==> src/rtl/cache_pkg.sv <==
// Shared types and geometry for the 2-way set-associative data cache controller.
// The cache address is {tag, index, word offset}.
package cache_pkg;

    typedef enum logic [1:0] {
        ST_IDLE    = 2'd0,
        ST_RD_MISS = 2'd1,
        ST_WR_THRU = 2'd2
    } state_t;

    localparam int TAG_W   = 11;
    localparam int IDX_W   = 6;
    localparam int LINE_W  = 64;
    localparam int WORD_W  = 32;
    localparam int CADDR_W = TAG_W + IDX_W + 1;

endpackage

==> src/rtl/cache_controller_sat_counter.sv <==
// Saturating event counter: holds at all-ones instead of wrapping.
module sat_counter #(
    parameter int CNT_W = 32
) (
    input  logic             clk,
    input  logic             rst,
    input  logic             inc,
    input  logic             clear,
    output logic [CNT_W-1:0] count
);

    always_ff @(posedge clk or negedge rst) begin
        if (!rst) begin
            count <= '0;
        end else if (clear) begin
            count <= '0;
        end else if (inc && (count != {CNT_W{1'b1}})) begin
            count <= count + CNT_W'(1);
        end
    end

endmodule

==> src/rtl/cache_controller.sv <==
// Data-cache controller between MEM stage and SRAM: read hits in one cycle,
// read misses fill a 64-bit line, writes go straight through and invalidate.
module cache_controller
    import cache_pkg::*;
#(
    parameter int ADDR_BASE = 1024,
    parameter int CNT_W     = 32
) (
    input  logic               clk,
    input  logic               rst,
    input  logic               MEM_R_EN,
    input  logic               MEM_W_EN,
    input  logic [31:0]        address,
    input  logic [31:0]        wdata,
    output logic [31:0]        rdata,
    output logic               ready,
    output logic [17:0]        cache_address,
    output logic               cache_writeEn,
    output logic               cache_invalidate,
    output logic               cache_LRU_update,
    output logic [63:0]        cache_WriteData,
    input  logic [31:0]        cache_ReadData,
    input  logic               cache_hit,
    output logic               sram_rd_en,
    output logic               sram_wr_en,
    output logic [31:0]        sram_address,
    output logic [31:0]        sram_wdata,
    input  logic [63:0]        sram_rdata,
    input  logic               sram_ready,
    output logic [CNT_W-1:0]   hit_count,
    output logic [CNT_W-1:0]   miss_count
);

    state_t state;
    state_t state_next;

    logic [31:0]       rel;
    logic              offset;
    logic              rd_req;
    logic              wr_req;
    logic              hit_inc;
    logic              miss_inc;
    logic [WORD_W-1:0] fill_word;

    assign rel       = address - 32'(ADDR_BASE);
    assign offset    = rel[2];
    assign rd_req    = MEM_R_EN && !MEM_W_EN;
    assign wr_req    = MEM_W_EN;
    assign fill_word = offset ? sram_rdata[LINE_W-1:WORD_W] : sram_rdata[WORD_W-1:0];

    // The pipeline holds its inputs while frozen, so the live address is valid in every state.
    assign cache_address   = rel[CADDR_W+1:2];
    assign cache_WriteData = sram_rdata;

    always_ff @(posedge clk or negedge rst) begin
        if (!rst) begin
            state <= ST_IDLE;
        end else begin
            state <= state_next;
        end
    end

    always_comb begin
        state_next = state;
        case (state)
            ST_IDLE: begin
                if (wr_req) begin
                    state_next = ST_WR_THRU;
                end else if (rd_req && !cache_hit) begin
                    state_next = ST_RD_MISS;
                end
            end
            ST_RD_MISS: begin
                if (sram_ready) state_next = ST_IDLE;
            end
            ST_WR_THRU: begin
                if (sram_ready) state_next = ST_IDLE;
            end
            default: state_next = ST_IDLE;
        endcase
    end

    // Outputs are forced to their idle values while reset is held so an
    // abandoned SRAM access is dropped at once, not on the next edge.
    always_comb begin
        ready            = 1'b1;
        rdata            = '0;
        cache_writeEn    = 1'b0;
        cache_invalidate = 1'b0;
        cache_LRU_update = 1'b0;
        sram_rd_en       = 1'b0;
        sram_wr_en       = 1'b0;
        sram_address     = '0;
        sram_wdata       = '0;
        hit_inc          = 1'b0;
        miss_inc         = 1'b0;
        if (rst) begin
            case (state)
                ST_IDLE: begin
                    if (wr_req) begin
                        ready            = 1'b0;
                        cache_invalidate = cache_hit;
                    end else if (rd_req) begin
                        if (cache_hit) begin
                            rdata            = cache_ReadData;
                            cache_LRU_update = 1'b1;
                            hit_inc          = 1'b1;
                        end else begin
                            ready    = 1'b0;
                            miss_inc = 1'b1;
                        end
                    end
                end
                ST_RD_MISS: begin
                    sram_rd_en   = 1'b1;
                    sram_address = {rel[31:3], 3'b000};
                    ready        = sram_ready;
                    if (sram_ready) begin
                        cache_writeEn = 1'b1;
                        rdata         = fill_word;
                    end
                end
                ST_WR_THRU: begin
                    sram_wr_en   = 1'b1;
                    sram_address = rel;
                    sram_wdata   = wdata;
                    ready        = sram_ready;
                end
                default: ready = 1'b1;
            endcase
        end
    end

    sat_counter #(.CNT_W(CNT_W)) u_hit_cnt (
        .clk   (clk),
        .rst   (rst),
        .inc   (hit_inc),
        .clear (1'b0),
        .count (hit_count)
    );

    sat_counter #(.CNT_W(CNT_W)) u_miss_cnt (
        .clk   (clk),
        .rst   (rst),
        .inc   (miss_inc),
        .clear (1'b0),
        .count (miss_count)
    );

endmodule
==> config.mk <==
export PLATFORM = sky130hd
export DESIGN_NAME = cache_controller
export DESIGN_NICKNAME = d
export VERILOG_FILES = /design/src/rtl/cache_pkg.sv /design/src/rtl/cache_controller_sat_counter.sv /design/src/rtl/cache_controller.sv
export SDC_FILE = /design/constraint.sdc
export NUM_CORES = 1
export LEC_CHECK = 0
export BUFFER_PORTS_ARGS = -buffer_cell sky130_fd_sc_hd__buf_4
export CORE_AREA = 2 2 162 164
export CTS_CLUSTER_SIZE = 10
export DETAILED_ROUTE_END_ITERATION = 12
export DIE_AREA = 0 0 164 166
export GPL_TIMING_DRIVEN = 0
export PLACE_DENSITY = 0.48
export SYNTH_ARGS = -nofsm -noshare
export SYNTH_HDL_FRONTEND = slang
export SYNTH_SLANG_ARGS = --single-unit
==> constraint.sdc <==
create_clock -name clk -period 3.7 [get_ports clk]
set_input_delay 0.74 -clock clk [delete_from_list [all_inputs] [get_ports clk]]
set_output_delay 0.74 -clock clk [all_outputs]
set_load 0.02 [all_outputs]
==> impl_metrics.csv <==
group,metric,value,unit
clocking,clk_latency,0.33,ns
synth,synthFlopType,"dfrtp_1",
synth,yosysMostFrequentCell,"nor2_1",
setup_path,crit_path_max_fanout,5,
clocking,cts_max_level,3,
flow_run,max_cap_violations,0,
die,die_w,164,µm
sta,worstMarginPinSlew,0.794,ns
die,rows,59,
sta,finalClockSkew,0.00984,ns
route,drc_errors,0,
setup_path,path_delay_family,"simple AND/OR/NAND/NOR gates",
die,start_util,21.3,%
place,place_congestion,0.817,
finish,drive_gt1_share,47.4,%
sta,relSlewSlack,47.1,%
status,status,"complete, no violations",
synth,ys_ff_latch,66,
route,vias,6234,
synth,synth_area_leaders,"dfrtp_1 30%, buf_4 9.9%, nor2_1 7.0%",
die,die_y,166,µm
clocking,tritoncts,"done",
route,wl_per_cell,17.9,µm
route,routed_wl,25500,µm
setup_path,crit_path_end_kind,"output port",
route,drtIter0Drc,278,
finish,area_growth,69.7,%
clocking,numCtsBuffers,9,
place,dp.cells,1411,
die,core-area,25600,µm²
clocking,clock_path_buffers,2,
synth,yosys_warnings,0,
setup_path,cpMostUsedCell,"buf_4",
power_and_ir_drop,power_density,331,nW/µm²
route,vias_per_cell,4.37,
clocking,cts_sinks,66,
sta,layout_min_cycle_time,3.57,ns
sta,fin_hold_ws,0.420,ns
synth,synth_cell_types,50,
synth,avgSynthCellArea,8.21,µm²
sta,post-route-period-util,96.5,%
grt,grt_max_degree,73,
finish,instances_no_fill,1427,
setup_path,worst_ep_required_time,2.96,ns
synth,synth_area_leader_cell,"dfrtp_1",
setup_path,crit_slowest_cell,"or4b_2",
grt,grt_overflow,0,
clocking,path_clk_slew,0.06,ns
sta,fmax,280,MHz
grt,grt_pass1_wl,38200,µm
sta,fin_ws,0.131,ns
synth,synth_nets,837,
synth,ys_seq_area_share,30.3,%
synth,synth_top_area_share,30.3,%
setup_path,crit_buf_inv,4,
finish,nNetsFinal,1262,
power_and_ir_drop,p_leak,4.84,nW
setup_path,arrival,2.83,ns
setup_path,slowest_delay,0.70,ns
sta,finalHoldViolations,0,
place,dpl.hpwl,21400,µm
synth,syn_inst,664,
synth,async_flop_share,100,%
route,dr.pass1.iters,4,
setup_path,cp-start-kind,"primary input",
grt,first_global_vias,6274,
worst_hold_path,hp-class,"primary input to asynchronous set/reset pin",
place,place_ws,-0.00723,ns
finish,num-fill-cells,2737,
setup_path,cp_cell_sequence,"buf_4 > inv_1 > ha_1 > or4b_2 > nor3_4 > buf_4 > nand3_1 > xor2_1 > nor2_1 > buf_4",
synth,synth_enable_flop_cells,0,
grt,antenna_found_initial,2,
grt,grtUsageTotal,18.2,%
sta,setup-tns-final,0,ns
route,ant_nets,0,
clocking,cts.hold.buffers_added,0,
power_and_ir_drop,peakVddDrop,0.217,mV
sta,report.final.slew_viol_count,0,
die,ioPinCount,414,
synth,syn-cell-area,5450,µm²
place,portBuffers,412,
die,dieArea,27200,µm²
setup_path,path_class,"primary input to output port",
clocking,cts-root-buf,"clkbuf_16",
sta,rsz0062_at_grt,"false",
sta,setup_viol,0,
synth,synthTopCellsByCount,"101 x nor2_1, 72 x buf_4, 66 x dfrtp_1",
stage by stage:
step           instance area, µm²  util, %  power [mW]
2_1_floorplan                5450        -        1.59
3_3_place_gp                 8960     35.0        2.33
3_5_place_dp                 8960     35.0        2.33
4_1_cts                      9220     36.0        3.09
5_1_grt                      9250     36.1        3.22
6_report                     9250     36.1        3.06
final timing paths:
kind	from	end	slack, ns	cells past startpoint
setup / recovery	address[10]	sram_address[30]	0.13	10
hold / removal	rst	u_hit_cnt.count[31]$_DFFE_PN0P_	0.42	1
setup reg to reg	state[0]$_DFFE_PN0P_	u_hit_cnt.count[31]$_DFFE_PN0P_	1.18	7
hold reg to reg	u_miss_cnt.count[29]$_DFFE_PN0P_	u_miss_cnt.count[29]$_DFFE_PN0P_	0.49	1
max in group asynchronous	rst	u_miss_cnt.count[3]$_DFFE_PN0P_	2.81	1
min in group clk	u_miss_cnt.count[29]$_DFFE_PN0P_	u_miss_cnt.count[29]$_DFFE_PN0P_	0.49	1
power by group:
group          leakage (nW)  total (mW)  switching, mW  internal [mW]
clock network         0.123       0.740          0.285          0.455
logic                  3.83        1.49          0.863          0.627
registers             0.887       0.826         0.0606          0.766
total                  4.84        3.06           1.21           1.85
sequential cells by signal, indices dropped and copies added (netlist names):
signal and flops:
u_hit_cnt.count 32, u_miss_cnt.count 32, state 2
area by class of cell:
| type | count | area (µm²) | share of cell area [%] |
|---|---|---|---|
| repair buffers | 414 | 3110 | 33.7 |
| multi-input cells | 486 | 3110 | 33.6 |
| flip-flops and latches | 66 | 1650 | 17.9 |
| plain buffers | 98 | 647 | 7.00 |
| well taps | 335 | 419 | 4.53 |
| clock buffers | 11 | 243 | 2.63 |
| inverters | 14 | 52.6 | 0.568 |
| clock inverters | 1 | 5.00 | 0.0541 |
| diodes | 2 | 5.00 | 0.0541 |
cell usage in the layout, fill, tap and decap left out, types with 30 or more instances in the layout:
cell,n
buf_4,485
nor2_1,101
dfrtp_1,66
and3_1,49
xnor2_1,42
nand2_1,40
a21oi_1,38
xor2_1,33
mux2i_1,32
nand3_1,30
metal layers:
layer | track usage, % | up-vias | wire (µm) | share of wire (%)
li1 | - | 3059 | - | -
met1 | 23.1 | 2914 | 10600 | 41
met2 | 30.4 | 231 | 12700 | 50
met3 | 4.00 | 30 | 1740 | 6.8
met4 | 6.06 | 0 | 527 | 2.1
met5 | 0 | - | 0 | 0
cell families after synthesis:
family	Yosys count	synth area share, %
and+or+nand+nor	316	31.0
buffers and inverters	112	12.8
xor gates and xnor gates	75	12.1
DFF	66	30.3
AOI/OAI and AO/OA	52	5.47
muxes	36	6.70
adders and majority gates	7	1.61
timing repair:
action,CTS,global route
gates resized for setup,1,4
endpoints found under the setup margin,1,26
setup buffers,0,2
pin swaps,0,1
(Power assumes the default switching activity.)
